===== src/rtl/ah_snoop_pkg.sv =====
// rtl/ah_snoop_pkg.sv - shared states and default widths for the snoop gate and FIFO wrapper
package ah_snoop_pkg;

    localparam int DEF_DATA_W = 110;
    localparam int DEF_KEY_W  = 32;

    typedef enum logic [1:0] {
        IDLE    = 2'd0,
        CHECK   = 2'd1,
        BLOCKED = 2'd2,
        PUSH    = 2'd3
    } gate_state_t;

endpackage


===== src/rtl/ah_sat_counter.sv =====
// rtl/ah_sat_counter.sv - saturating up-counter with synchronous active-high clear
module ah_sat_counter #(
    parameter int W = 16
) (
    input  logic         clk,
    input  logic         rst,
    input  logic         en,
    output logic [W-1:0] count
);

    always_ff @(posedge clk) begin
        if (rst) begin
            count <= '0;
        end else if (en && (count != {W{1'b1}})) begin
            count <= count + W'(1);
        end
    end

endmodule


===== src/rtl/ah_snoop_enqueue_gate.sv =====
// rtl/ah_snoop_enqueue_gate.sv - per-key ordering gate in front of the snoopable FIFO
// Optional stall counter output enabled by AH_SNOOP_STALL_CNT_EN.
module ah_snoop_enqueue_gate
    import ah_snoop_pkg::*;
#(
    parameter int DATA_W    = DEF_DATA_W,
    parameter int KEY_W     = DEF_KEY_W,
    parameter int RETRY_GAP = 4,
    parameter int MAX_WAIT  = 256,
    parameter int CNT_W     = 16
) (
    input  logic              clk,
    input  logic              rst,
    input  logic [DATA_W-1:0] in_data,
    input  logic              in_valid,
    output logic              in_ready,
    output logic [DATA_W-1:0] wdata,
    output logic              wvalid,
    input  logic              wready,
    output logic [DATA_W-1:0] sdata,
    output logic              svalid,
    input  logic              smatch,
`ifdef AH_SNOOP_STALL_CNT_EN
    output logic [CNT_W-1:0]  stall_cnt,
`endif
    output logic              timeout_err
);

    localparam int GAP_W  = $clog2(RETRY_GAP + 1);
    localparam int WAIT_W = $clog2(MAX_WAIT + 1);
    localparam logic [GAP_W-1:0]  GAP_RELOAD = GAP_W'(RETRY_GAP - 1);
    localparam logic [WAIT_W-1:0] WAIT_LIMIT = WAIT_W'(MAX_WAIT);

    // The FIFO does the key compare; the key width only has to fit inside the word.
    if (KEY_W < 1 || KEY_W > DATA_W || RETRY_GAP < 1 || MAX_WAIT < 1 || CNT_W < 1) begin : g_param_err
        $error("ah_snoop_enqueue_gate: illegal parameter combination");
    end

    gate_state_t        state, state_d;
    logic [DATA_W-1:0]  hold_q;
    logic [GAP_W-1:0]   gap_cnt, gap_d;
    logic [WAIT_W-1:0]  wait_cnt, wait_d;
    logic               load;
    logic               force_push;

    always_ff @(posedge clk) begin
        if (rst) begin
            state       <= IDLE;
            hold_q      <= '0;
            gap_cnt     <= '0;
            wait_cnt    <= '0;
            timeout_err <= 1'b0;
        end else begin
            state    <= state_d;
            gap_cnt  <= gap_d;
            wait_cnt <= wait_d;
            if (load) begin
                hold_q <= in_data;
            end
            if (force_push) begin
                timeout_err <= 1'b1;
            end
        end
    end

    always_comb begin
        state_d    = state;
        gap_d      = gap_cnt;
        wait_d     = wait_cnt;
        load       = 1'b0;
        force_push = 1'b0;
        svalid     = 1'b0;
        wvalid     = 1'b0;
        case (state)
            IDLE: begin
                if (in_valid) begin
                    load    = 1'b1;
                    state_d = CHECK;
                end
            end
            CHECK: begin
                svalid = 1'b1;
                if (smatch) begin
                    state_d = BLOCKED;
                    gap_d   = GAP_RELOAD;
                    wait_d  = WAIT_W'(1);
                end else begin
                    state_d = PUSH;
                end
            end
            BLOCKED: begin
                svalid = (gap_cnt == '0);
                wait_d = wait_cnt + WAIT_W'(1);
                // The wait limit wins even when a re-snoop lands in the same cycle.
                if (wait_cnt >= WAIT_LIMIT) begin
                    force_push = 1'b1;
                    state_d    = PUSH;
                end else if (gap_cnt == '0) begin
                    if (smatch) begin
                        gap_d = GAP_RELOAD;
                    end else begin
                        state_d = PUSH;
                    end
                end else begin
                    gap_d = gap_cnt - GAP_W'(1);
                end
            end
            PUSH: begin
                wvalid = 1'b1;
                if (wready) begin
                    if (in_valid) begin
                        load    = 1'b1;
                        state_d = CHECK;
                    end else begin
                        state_d = IDLE;
                    end
                end
            end
            default: state_d = IDLE;
        endcase
    end

    assign in_ready = (state == IDLE) || ((state == PUSH) && wready);
    assign wdata    = hold_q;
    assign sdata    = hold_q;

`ifdef AH_SNOOP_STALL_CNT_EN
    ah_sat_counter #(.W(CNT_W)) u_stall_cnt (
        .clk   (clk),
        .rst   (rst),
        .en    ((state == BLOCKED) || ((state == PUSH) && !wready)),
        .count (stall_cnt)
    );
`endif

endmodule


===== config.mk =====
export PLATFORM = sky130hd
export DESIGN_NAME = ah_snoop_enqueue_gate
export DESIGN_NICKNAME = d
export VERILOG_FILES = /design/src/rtl/ah_snoop_pkg.sv /design/src/rtl/ah_sat_counter.sv /design/src/rtl/ah_snoop_enqueue_gate.sv
export SDC_FILE = /design/constraint.sdc
export NUM_CORES = 1
export LEC_CHECK = 0
export ABC_AREA = 1
export BUFFER_PORTS_ARGS = -buffer_cell sky130_fd_sc_hd__buf_2
export CORE_AREA = 8 8 127 129
export CTS_CLUSTER_DIAMETER = 30
export DETAILED_ROUTE_END_ITERATION = 12
export DIE_AREA = 0 0 135 137
export PLACE_DENSITY = 0.76
export SETUP_SLACK_MARGIN = 0.3
export SYNTH_ARGS = -nofsm -noshare
export SYNTH_HDL_FRONTEND = slang
export SYNTH_SLANG_ARGS = --single-unit
export TNS_END_PERCENT = 30

===== constraint.sdc =====
create_clock -name clk -period 1.8 [get_ports clk]
set_input_delay 0.18 -clock clk [delete_from_list [all_inputs] [get_ports clk]]
set_output_delay 0.18 -clock clk [all_outputs]
set_load 0.05 [all_outputs]

* Word-level counts from Yosys, hierarchy flattened
Index checks and enable logic that the tools add are counted.
** Word-level totals
- Register bits after elaboration :: 125
- Latch bits :: 0
- Bits in writable memories :: 0
- Bits in read-only memories :: 0
- Bits of input ports :: 115
- Output and inout port bits :: 224
- Word-level logic and storage cells :: 46
- Memories kept :: 0
** Cells by class
- Add/subtract/negate cells :: 2
- Multipliers :: 0
- Div/mod/pow operators :: 0
- $lt $le $gt $ge :: 1
- Eq/ne operators :: 9
- Shifts and indexed selects :: 0
- Muxes and demuxes :: 21
- Bitwise logic cells :: 0
- Reduce and logical (&&, ||, !) cells :: 8
** Operators by type and width (count)
- $pmux 9 s2 :: 1
- $mux 2 :: 5
- $add 9x1->9 const B :: 1
- $ge 9x9->1 const B :: 1
- $mux 3 :: 3
- $mux 9 :: 1
- $ne 2x2->1 const B :: 4
- $pmux 2 s4 :: 1
- $mux 1 :: 7
- $ne 3x3->1 const B :: 2
- $pmux 3 s2 :: 1
- $eq 2x2->1 const B :: 2
- $pmux 1 s2 :: 2
- $reduce_and 2->1 :: 2
- $reduce_and 4->1 :: 1
- $logic_not 3->1 :: 1
- $sub 3x1->3 const B :: 1
- $eq 2x1->1 const B :: 1
- $logic_not 2->1 :: 1
- $reduce_bool 2->1 :: 1
- $logic_and 1x1->1 :: 1
- $logic_or 1x1->1 :: 1

* Logic depth before layout (Yosys ltp)
Gate-level depths: netlist of the first run.
- Depth in word-level cells :: 4
- Mapped depth :: 10
- Mapped depth without buffers :: 10

* Worst setup path after synthesis of the first run
No wires, ideal clock.
- Kind :: register -> output
- Start point :: register state[0]
- End point :: output svalid
- Data arrival time :: 1589 ps
- Data required time :: 1620 ps
- Setup slack :: 31 ps
- Cell stages (with the launch flop) :: 7
- Cells stage by stage :: dfxtp_1 -> inv_1 -> ha_1 -> inv_1 -> nand2_1 -> nand2_1 -> a21oi_1
** Between the ends
- Longest elaborated chain between the ends :: 2
** RTL lines
- from (decl) :: RTL line ah_snoop_enqueue_gate.sv:39 : gate_state_t state, state_d;
- from (signal assigned) :: RTL line ah_snoop_enqueue_gate.sv:54 : state <= state_d;
- $eq 2x2->1 / $eq 2x1->1 (equally long branches) :: RTL line ah_snoop_enqueue_gate.sv:74 : case (state)
- $pmux 1 s2 * :: RTL line ah_snoop_enqueue_gate.sv:74
- to (decl) :: RTL line ah_snoop_enqueue_gate.sv:21 : output logic svalid,
Mark *: on every way between the ends. The rest lies on a longest branch, timed or not.

* Worst setup path in the final report of the first run
- Start point :: register state[0]
- End point :: register hold_q[20], in the netlist sdata[20]
** Between the ends
- Longest elaborated chain between the ends :: 2
** RTL lines
- $eq 2x2->1 / $logic_not 2->1 (equally long branches) :: RTL line ah_snoop_enqueue_gate.sv:74
- $pmux 1 s2 * :: RTL line ah_snoop_enqueue_gate.sv:74
- to (signal assigned) :: RTL line ah_snoop_enqueue_gate.sv:58 : hold_q <= in_data;
- to (decl) :: RTL line ah_snoop_enqueue_gate.sv:40 : logic [DATA_W-1:0] hold_q;
Marks and branches as above.
A chain may end at the register's enable or synchronous reset.

==> results of run 1 <==
## flip-flops by register name, summed over array words and instances, names as in the netlist
register and flops:
timeout_err 1, sdata 110, gap_cnt 3, state 2
wait_cnt 9
## through the flow
step / instances / total power, mW / setup slack (ps)
2_1_floorplan: 734 / 12.4 / 275
3_3_place_gp: 1102 / 13.5 / 129
3_5_place_dp: 1102 / 13.5 / 58.5
4_1_cts: 1151 / 18.9 / 93.6
5_1_grt: 1172 / 21.2 / 26.4
6_report: 1172 / 20.5 / 86.9
## metal layers
metal,vias to the layer above,part of all wire,track usage
met5,-,0.00054,0
met4,2,0.0095,0.0635
met3,16,0.084,0.0613
met2,290,0.49,0.343
met1,2733,0.41,0.235
li1,2804,-,-
## synth_stat cells (all sizes together)
cell	n
inv	22
ha	7
nand3	122
clkbuf	10
nand3b	1
nand4	2
o21ai	3
a21oi	122
nand2	154
nor2	15
xor2	1
buf	150
dfxtp	125
## kinds of logic after synthesis
kind of cell | count (synthesis) | share of synthesized area
simple gates | 294 | 0.222
buf+inv | 182 | 0.215
compound gates | 125 | 0.109
flops | 125 | 0.437
fa+ha+maj | 7 | 0.0153
xor+xnor | 1 | 0.00153
## power by group through the flow
stage	clock network (mW)	registers (mW)	logic (mW)
floorplan	0	6.21	6.24
global placement	0	4.03	9.43
detailed placement	0	4.05	9.48
CTS	3.71	4.05	11.2
global route	3.83	4.18	13.2
finish	3.65	4.09	12.7
## worst max-delay path by stage
| stage | slack [ps] | from | end | cells past startpoint |
|---|---|---|---|---|
| detailed placement | 60 | state[1]$_SDFFE_PP0P_ | sdata[96]$_SDFFE_PP0P_ | 7 |
| floorplan | 280 | state[1]$_SDFFE_PP0P_ | sdata[0]$_SDFFE_PP0P_ | 8 |
| global route | 30 | state[0]$_SDFFE_PP0P_ | sdata[19]$_SDFFE_PP0P_ | 8 |
| CTS | 90 | state[1]$_SDFFE_PP0P_ | in_ready | 5 |
| finish | 90 | state[0]$_SDFFE_PP0P_ | sdata[20]$_SDFFE_PP0P_ | 8 |
| global placement | 130 | state[0]$_SDFFE_PP0P_ | sdata[20]$_SDFFE_PP0P_ | 6 |
## cell type report
type	instances	area [um2]
fill	1274	5930
timing repair buffer	380	2570
sequential	125	2510
multi-input combinational	429	2230
clock buffer	22	474
tap	184	230
clock inverter	10	161
inverter	22	97.6
## timing repair
item,in CTS,in global routing
setup endpoints to repair,119,122
gates cloned,9,15
pin swaps,6,21
hold endpoints to repair,0,0
resized for setup,33,54
setup buffers,8,6
## worst register-to-register path: cells and delay by family (launching register included)
| family | cells | cell delay [ps] |
|---|---|---|
| adder cells (fa/ha/maj) | 1 | 250 |
| buffers and inverters | 4 | 620 |
| flip-flops | 1 | 400 |
| AND/OR/NAND/NOR | 2 | 210 |
| AO/OA/AOI/OAI | 1 | 160 |
==> reports/qor.csv, run 1 <==
stage,metric,value,unit
clocking,cts-hold-fix-buffers,0,
clocking,clk_latency,410,ps
sta,timing.slew.headroom,0.585,
pwr,sw_frac_of_total,0.516,
synth,synth_top_area_share,0.437,
setup_path,path_class,register to register,
flow_run,drv_cap,0,
synth,syn_inst,734,
sta,timing.final.crit_share,0.952,
pwr,power.density,2470,nW/um2
sta,rsz0062_at_grt,true,
synth,ys_seq_area_frac,0.437,
layout,final_util,0.582,
floorplan,start_util,0.404,
layout,layout_commonest_cell,buf_2,
pwr,p_leak,4.08,nW
setup_path,crit_path_start_kind,register,
sta,drv_slew,0,
setup_path,worstPathCellList,inv_6 -> ha_4 -> buf_12 -> nor2_4 -> buf_6 -> bufbuf_16 -> nand3_1 -> a21oi_1,
min_path,holdPathEnd,sdata[48]$_SDFFE_PP0P_,
sta,fin_setup_tns,0,ps
clocking,cts_tree,yes,
setup_path,cp_slowest_stage_delay,400,ps
grt,grt_overflow_total,0,
synth,synth_cell_type_count,18,
floorplan,die_y,137,um
layout,final_cell_mix,"335 x buf_2, 131 x nand2_1, 123 x dfxtp_1",
detailed_routing,wirelength,22200,um
layout,syn_to_final_growth,44.3,%
pwr,power_frac_seq,0.200,
grt,grt_start_max_net_pins,115,
floorplan,io-pin-count,339,
sta,hold_viol_final,0,
setup_path,worstRegToRegCells,8,
detailed_routing,post_drt_wl_per_cell,18.9,um
clocking,clk_pin_slew,60,ps
detailed_routing,ant_nets,0,
detailed_routing,drtPass1Iterations,5,
pwr,switchingPower,10.5,mW
layout,final_cell_area,8270,um2
pwr,worst_ir_drop_vdd,0.00161,V
sta,period_needed,1710,ps
placed_design,dp.final_hpwl,12300,um
clocking,cts_root_buf,clkbuf_16,
pwr,internal_power,9.90,mW
floorplan,die-width,135,um
setup_path,arrival,2050,ps
grt,antenna_found_initial,1,
setup_path,crit_family,buffers and inverters,
placed_design,gp_congestion,0.782,
synth,syn-num-nets,856,
setup_path,cp_data_required_time,2130,ps
layout,final_layout_size_suffix_gt1_frac,0.466,
setup_path,reg2reg_from,state[0]$_SDFFE_PP0P_,
run_status,status,finished clean,
layout,diodes,0,
detailed_routing,vias_per_cell,4.99,
setup_path,worst-path-buf-inv,4,
sta,worst_pin_slew,622,ps
clocking,cts.sinks,125,
synth,ys_warn_count,0,
floorplan,rows,44,
layout,layout.nets,1097,
floorplan,core_area,14200,um2
setup_path,r2r-end,sdata[20]$_SDFFE_PP0P_,
min_path,hold_start,in_data[48],
min_path,holdPathStages,3,
setup_path,slowest_stage,dfxtp_4,
synth,synth_area,5730,um2
grt,grt_first_pass_wirelength,29400,um
pwr,comb_power_share,0.622,
floorplan,die_area,18500,um2
placed_design,portBuffers,338,
sta,fin_skew,5.56,ps
clocking,cts_buffers,17,
grt,grt_pass1_vias,5521,
detailed_routing,vias,5845,
setup_path,worst_setup_path_end_kind,register,
detailed_routing,drtIter0Drc,342,
synth,yosysTopAreaCell,dfxtp_1,
sta,setup_violations,0,
synth,syn_avg_cell_area,7.81,um2
clocking,clockBufferDepth,2,
placed_design,place_area,6650,um2
detailed_routing,drcViolationCount,0,
sta,timing.hold.ws,26.9,ps
synth,synth_area_leaders,"dfxtp_1 44%, buf_4 19%, a21oi_1 11%, nand3_1 11%, nand2_1 10%",
sta,max_freq,584,MHz
clocking,htreeDepth,4,
setup_path,critPathMaxFanout,8,
setup_path,rrSetupSlack,90,ps
synth,ys_seq_elements,125,
pwr,p_clk_frac,0.178,
min_path,hp-class,input pin to register,
grt,groute.usage.overall,0.201,
Power figures use the tool's default switching activity.
==> run 2: changes to the inputs <==
--- a/config.mk
+++ b/config.mk
@@ -12,7 +12,9 @@
 export DETAILED_ROUTE_END_ITERATION = 12
 export DIE_AREA = 0 0 135 137
 export PLACE_DENSITY = 0.76
+export RECOVER_POWER = 25
 export SETUP_SLACK_MARGIN = 0.3
+export SKIP_CTS_REPAIR_TIMING = 1
 export SYNTH_ARGS = -nofsm -noshare
 export SYNTH_HDL_FRONTEND = slang
 export SYNTH_SLANG_ARGS = --single-unit
==> reports/qor.csv, run 2 (synthesis results as in run 1) <==
stage,metric,value,unit,change
setup_path,critPathMaxFanout,4,,was 8
detailed_routing,drtPass1Iterations,4,,was 5
clocking,clk_pin_slew,60,ps,about the same
setup_path,cp_slowest_stage_delay,390,ps,was 400 ps
grt,antenna_found_initial,2,,was 1
clocking,clk_latency,410,ps,about the same
grt,grt_pass1_vias,5154,,was 5521
sta,fin_skew,6.47,ps,was 5.56 ps
sta,setup_violations,0,,unchanged
layout,largest_reg_flops,110,,unchanged
floorplan,io-pin-count,339,,unchanged
floorplan,die_y,137,um,unchanged
placed_design,portBuffers,338,,unchanged
sta,hold_viol_final,0,,unchanged
placed_design,gp_congestion,0.782,,unchanged
setup_path,crit_path_start_kind,register,,unchanged
sta,worst_slack,70.1,ps,was 86.9 ps
pwr,total_power,19.9,mW,was 20.5 mW
sta,period_needed,1730,ps,was 1710 ps
layout,final_cells,1166,,was 1172
grt,grt.busiest_layer,met2,,unchanged
detailed_routing,vias,5881,,was 5845
pwr,power.density,2440,nW/um2,was 2470 nW/um2
layout,final_cell_mix,"250 x buf_2, 123 x dfxtp_1, 122 x nand2_1",,"was 335 x buf_2, 131 x nand2_1, 123 x dfxtp_1"
flow_run,drv_cap,0,,unchanged
detailed_routing,drcViolationCount,0,,unchanged
layout,diodes,0,,unchanged
pwr,worst_ir_drop_vdd,0.00130,V,was 0.00161 V
sta,drv_slew,0,,unchanged
grt,groute.usage.overall,0.172,,was 0.201
clocking,cts.sinks,125,,unchanged
grt,grt.met1_usage,0.202,,was 0.235
grt,grt_start_max_net_pins,115,,unchanged
sta,max_freq,578,MHz,was 584 MHz
setup_path,path_class,register to primary output,,was register to register
grt,grt_first_pass_wirelength,25900,um,was 29400 um
floorplan,die_area,18500,um2,unchanged
setup_path,worstPathCellList,inv_4 -> ha_4 -> nand2_2 -> a21oi_2 -> buf_6,,was inv_6 -> ha_4 -> buf_12 -> nor2_4 -> buf_6 -> bufbuf_16 -> nand3_1 -> a21oi_1
sta,timing.hold.ws,34.1,ps,was 26.9 ps
placed_design,post-place-cells,1102,,unchanged
layout,syn_to_final_growth,42.3,%,was 44.3%
detailed_routing,drtIter0Drc,288,,was 342
sta,timing.slew.headroom,0.562,,was 0.585
grt,grt_util_met2,0.287,,was 0.343
clocking,cts_buffers,17,,unchanged
clocking,clockBufferDepth,2,,unchanged
setup_path,arrival,1550,ps,was 2050 ps
sta,timing.final.crit_share,0.961,,was 0.952
floorplan,start_util,0.404,,unchanged
setup_path,cp_data_required_time,1620,ps,was 2130 ps
sta,rsz0062_at_grt,true,,unchanged
placed_design,dp.final_hpwl,12300,um,unchanged
grt,grtUsageMet3,0.0602,,was 0.0613
floorplan,die-width,135,um,unchanged
min_path,hp-class,input pin to register,,unchanged
layout,final_layout_size_suffix_gt1_frac,0.403,,was 0.466
placed_design,pre_cts_ws,58.5,ps,unchanged
pwr,p_leak,3.70,nW,was 4.08 nW
clocking,htreeDepth,4,,unchanged
grt,grt_overflow_total,0,,unchanged
floorplan,core_area,14200,um2,unchanged
floorplan,rows,44,,unchanged
clocking,cts_root_buf,clkbuf_16,,unchanged
detailed_routing,ant_nets,0,,unchanged
clocking,cts_tree,yes,,unchanged
layout,layout.nets,1091,,was 1097
sta,worst_pin_slew,660,ps,was 622 ps
detailed_routing,vias_per_cell,5.04,,was 4.99
detailed_routing,wirelength,21500,um,was 22200 um
layout,layout_commonest_cell,buf_2,,unchanged
run_status,status,finished clean,,unchanged
setup_path,slowest_stage,dfxtp_4,,unchanged
setup_path,worst_setup_path_end_kind,primary output,,was register
detailed_routing,post_drt_wl_per_cell,18.5,um,was 18.9 um
-- run 2: cell count changes in the layout (fill, tap and decap cells not counted), sizes merged --
cell,delta
buf,-92
nand2,-2
clkbuf,+90
bufbuf,-2
-- run 2: worst max-delay path, delay by kind of cell, from the launching register on --
family	cells	cell delay, ps
buf+inv	2	240
fa+ha+maj	1	290
compound gates	1	150
flops	1	390
simple gates	1	60
-- run 2: stage by stage --
| stage | setup TNS [ps] | util | area [um2] |
|---|---|---|---|
| 2_1_floorplan | 0 | - | 5740 |
| 3_3_place_gp | 0 | 0.468 | 6650 |
| 3_5_place_dp | 0 | 0.468 | 6650 |
| 4_1_cts | -421 | 0.513 | 7280 |
| 5_1_grt | 0 | 0.574 | 8160 |
| 6_report | 0 | 0.574 | 8160 |
-- run 2: final cells by class --
class,instances,area (um2)
flip-flops and latches,125,2510
fillers,1331,6050
multi-input cells,427,2390
repair buffers,376,2300
well taps,184,230
clock buffers,22,474
clock inverters,10,161
inverters,22,90.1
-- run 2: report_power, final --
group          switching (mW)  internal, mW
registers               0.651          3.50
clock network            1.22          2.42
logic                    8.65          3.47
-- run 2: worst paths after layout --
check	start	depth (start not counted)	slack, ps	to
max	state[1]$_SDFFE_PP0P_	5	70	svalid
min reg2reg	sdata[92]$_SDFFE_PP0P_	2	480	sdata[92]$_SDFFE_PP0P_
min	in_data[36]	3	30	sdata[36]$_SDFFE_PP0P_
max reg2reg	state[1]$_SDFFE_PP0P_	7	80	sdata[75]$_SDFFE_PP0P_
-- run 2: metal layers --
metal	wire (um)	share of wire
met1	8760	0.41
met2	10500	0.49
met3	1960	0.091
met4	262	0.012
met5	22	0.0010
==> run 3: changes to the inputs <==
--- a/config.mk
+++ b/config.mk
@@ -5,17 +5,18 @@
 export SDC_FILE = /design/constraint.sdc
 export NUM_CORES = 1
 export LEC_CHECK = 0
-export ABC_AREA = 1
+export ABC_AREA = 0
 export BUFFER_PORTS_ARGS = -buffer_cell sky130_fd_sc_hd__buf_2
-export CORE_AREA = 8 8 127 129
+export CORE_AREA = 8 8 126 128
 export CTS_CLUSTER_DIAMETER = 30
 export DETAILED_ROUTE_END_ITERATION = 12
-export DIE_AREA = 0 0 135 137
-export PLACE_DENSITY = 0.76
+export DIE_AREA = 0 0 134 136
+export PLACE_DENSITY = 0.75
 export RECOVER_POWER = 25
 export SETUP_SLACK_MARGIN = 0.3
 export SKIP_CTS_REPAIR_TIMING = 1
 export SYNTH_ARGS = -nofsm -noshare
 export SYNTH_HDL_FRONTEND = slang
+export SYNTH_HIERARCHICAL = 1
 export SYNTH_SLANG_ARGS = --single-unit
 export TNS_END_PERCENT = 30
==> reports/qor.csv, run 3 <==
stage,metric,value,unit,change
min_path,hp-class,input pin to register,,unchanged
clocking,clockBufferDepth,2,,unchanged
sta,period_needed,1670,ps,was 1730 ps
setup_path,r2r-end,sdata[63]$_SDFFE_PP0P_,,was sdata[75]$_SDFFE_PP0P_
layout,multiInputGateArea,2110,um2,was 2390 um2
synth,synth_cell_type_count,29,,was 18
setup_path,path_class,register to register,,was register to primary output
setup_path,rrSetupSlack,130,ps,was 80 ps
grt,grt_start_max_net_pins,62,,was 115
synth,synth_area_leaders,"dfxtp_1 46%, nand2_1 15%, buf_4 15%, a21oi_1 11%, buf_6 2.3%",,"was dfxtp_1 44%, buf_4 19%, a21oi_1 11%, nand3_1 11%, nand2_1 10%"
clocking,cts.sinks,125,,unchanged
layout,final_layout_size_suffix_gt1_frac,0.392,,was 0.403
detailed_routing,drtPass1Iterations,4,,unchanged
layout,regArea,2510,um2,about the same
pwr,p_leak,3.52,nW,was 3.70 nW
layout,final_util,0.556,,was 0.574
grt,antenna_found_initial,1,,was 2
clocking,cts_root_buf,clkbuf_16,,unchanged
sta,rsz0062_at_grt,true,,unchanged
detailed_routing,drtIter0Drc,279,,was 288
detailed_routing,ant_nets,0,,unchanged
pwr,p_clk_frac,0.206,,was 0.183
synth,ys_seq_elements,125,,unchanged
clocking,clk_latency,400,ps,was 410 ps
grt,grt_first_pass_wirelength,24100,um,was 25900 um
pwr,power.density,2190,nW/um2,was 2440 nW/um2
synth,synth_edf_count,0,,unchanged
setup_path,worstRegToRegCells,6,,was 7
detailed_routing,post_drt_wl_per_cell,16.9,um,was 18.5 um
clocking,htreeDepth,4,,unchanged
sta,setup_violations,0,,unchanged
setup_path,reg2reg_from,state[1]$_SDFFE_PP0P_,,unchanged
flow_run,drv_cap,0,,unchanged
pwr,sw_frac_of_total,0.502,,was 0.528
synth,syn-num-nets,804,,was 856
pwr,switchingPower,8.56,mW,was 10.5 mW
synth,yosysTopAreaCell,dfxtp_1,,unchanged
layout,layout_commonest_cell,buf_2,,unchanged
setup_path,slowest_stage,or3b_4,,was dfxtp_4
floorplan,die-width,134,um,was 135 um
placed_design,pre_cts_ws,105,ps,was 58.5 ps
synth,ys_async_sr_fraction,0,,unchanged
placed_design,place_area,6540,um2,was 6650 um2
floorplan,die_y,136,um,was 137 um
grt,grt_pass1_vias,4744,,was 5154
placed_design,gp_congestion,0.804,,was 0.782
floorplan,core_area,14000,um2,was 14200 um2
layout,fill_cells,1339,,was 1331
grt,groute.usage.overall,0.165,,was 0.172
sta,drv_slew,0,,unchanged
detailed_routing,vias_per_cell,4.65,,was 5.04
sta,worst_slack,129,ps,was 70.1 ps
sta,timing.slew.headroom,0.569,,was 0.562
synth,dominantRegCellSynth,dfxtp_1,,unchanged
synth,syn_inst,682,,was 734
setup_path,crit_path_start_kind,register,,unchanged
floorplan,start_util,0.389,,was 0.404
clocking,cts_tree,yes,,unchanged
layout,final_cell_mix,"249 x buf_2, 203 x nand2_1, 121 x dfxtp_1",,"was 250 x buf_2, 123 x dfxtp_1, 122 x nand2_1"
synth,synth_area,5460,um2,was 5730 um2
setup_path,cp_data_required_time,2080,ps,was 1620 ps
synth,ys_warn_count,6,,was 0
synth,ys_seq_area_frac,0.459,,was 0.437
layout,layout.nets,1061,,was 1091
floorplan,die_area,18200,um2,was 18500 um2
pwr,total_power,17.1,mW,was 19.9 mW
pwr,internal_power,8.50,mW,was 9.39 mW
setup_path,worstPathCellList,inv_4 -> ha_4 -> or3b_4 -> buf_6 -> nand2_1 -> a21oi_1,,was inv_4 -> ha_4 -> nand2_2 -> a21oi_2 -> buf_6
setup_path,worst_setup_path_end_kind,register,,was primary output
run_status,status,finished clean,,unchanged
layout,final_cell_area,7810,um2,was 8160 um2
synth,yosysMostFrequentCell,nand2_1,,unchanged
sta,max_freq,599,MHz,was 578 MHz
setup_path,cp_slowest_stage_delay,510,ps,was 390 ps
grt,grt_overflow_total,0,,unchanged
layout,largest_reg_flops,110,,unchanged
sta,worst_pin_slew,649,ps,was 660 ps
clocking,clk_pin_slew,60,ps,about the same
setup_path,critPathMaxFanout,14,,was 4
floorplan,rows,44,,unchanged
detailed_routing,wirelength,19200,um,was 21500 um
floorplan,io-pin-count,339,,unchanged
placed_design,dp.final_hpwl,12400,um,was 12300 um
placed_design,post-place-cells,1068,,was 1102
synth,synth_top_area_share,0.459,,was 0.437
sta,timing.final.crit_share,0.928,,was 0.961
detailed_routing,drcViolationCount,0,,unchanged
clocking,cts_buffers,17,,unchanged
synth,synthTopCellsByCount,"223 x nand2_1, 125 x dfxtp_1, 117 x a21oi_1",,"was 154 x nand2_1, 142 x buf_4, 125 x dfxtp_1"
placed_design,portBuffers,338,,unchanged
layout,final_cells,1136,,was 1166
detailed_routing,vias,5279,,was 5881
pwr,comb_power_share,0.563,,was 0.609
setup_path,worstSetupStartpoint,state[1]$_SDFFE_PP0P_,,unchanged
pwr,power_frac_seq,0.231,,was 0.208
sta,hold_viol_final,0,,unchanged
setup_path,critical_path.endpoint,sdata[63]$_SDFFE_PP0P_,,was svalid
sta,fin_skew,4.88,ps,was 6.47 ps
synth,syn_avg_cell_area,8.00,um2,was 7.81 um2
pwr,worst_ir_drop_vdd,0.00108,V,was 0.00130 V
layout,syn_to_final_growth,43.1,%,was 42.3%
setup_path,arrival,1950,ps,was 1550 ps
==> run 3: logic make-up after synthesis <==
logic type | Yosys count | share of synthesized area
AND/OR/NAND/NOR | 259 | 0.191
AO/OA/AOI/OAI | 130 | 0.124
XOR/XNOR | 4 | 0.00642
buffers and inverters | 155 | 0.200
flip-flops | 125 | 0.459
multiplexers | 2 | 0.00367
adder cells (fa/ha/maj) | 7 | 0.0160
==> run 3: power groups by stage <==
stage | Clock (mW) | Sequential (mW) | Combinational [mW]
finish | 3.52 | 3.94 | 9.60
detailed placement | 0 | 3.93 | 8.04
floorplan | 0 | 5.77 | 5.03
CTS | 3.58 | 3.87 | 8.05
global placement | 0 | 3.91 | 7.98
global route | 3.73 | 4.02 | 10.1
==> run 3: per-stage QoR <==
stage	hold WS, ps	TNS, ps
after floorplan	316	0
after global placement	403	0
after detailed placement	414	0
after CTS	-23.0	-110
after global routing	1.66	0
final	9.39	0
==> run 3: how the worst min path moves through the flow <==
stage                 from                        to  slack, ps  cells after the start
4_1_cts                rst  timeout_err$_SDFFE_PP0P_        -20                      2
3_5_place_dp           rst  timeout_err$_SDFFE_PP0P_        410                      2
3_3_place_gp           rst  timeout_err$_SDFFE_PP0P_        400                      2
6_report       in_data[27]    sdata[27]$_SDFFE_PP0P_          9                      3
2_1_floorplan   in_data[0]     sdata[0]$_SDFFE_PP0P_        320                      2
5_1_grt        in_data[78]    sdata[78]$_SDFFE_PP0P_          2                      3
==> run 3: critical path: cells and delay by family (launching register included) <==
| kind | cells | cell delay [ps] |
|---|---|---|
| buffers and inverters | 2 | 260 |
| AND/OR/NAND/NOR | 2 | 580 |
| adder cells (fa/ha/maj) | 1 | 270 |
| AO/OA/AOI/OAI | 1 | 60 |
| flip-flops | 1 | 380 |
==> run 3: final cells by class <==
class / instances / share of cell area
sequential: 125 / 0.322
timing repair buffer: 385 / 0.296
multi-input combinational: 404 / 0.270
clock buffer: 21 / 0.0615
tap: 184 / 0.0295
clock inverter: 10 / 0.0176
inverter: 6 / 0.00353
antenna: 1 / 0.000321
==> run 3: per-layer routing <==
layer / wire [um] / share of wire / global-route usage / vias to the layer above
li1: - / - / - / 2606
met1: 7550 / 0.39 / 0.178 / 2415
met2: 9780 / 0.51 / 0.286 / 244
met3: 1730 / 0.090 / 0.0717 / 14
met4: 153 / 0.0080 / 0.0512 / 0
met5: 0 / 0 / 0 / -
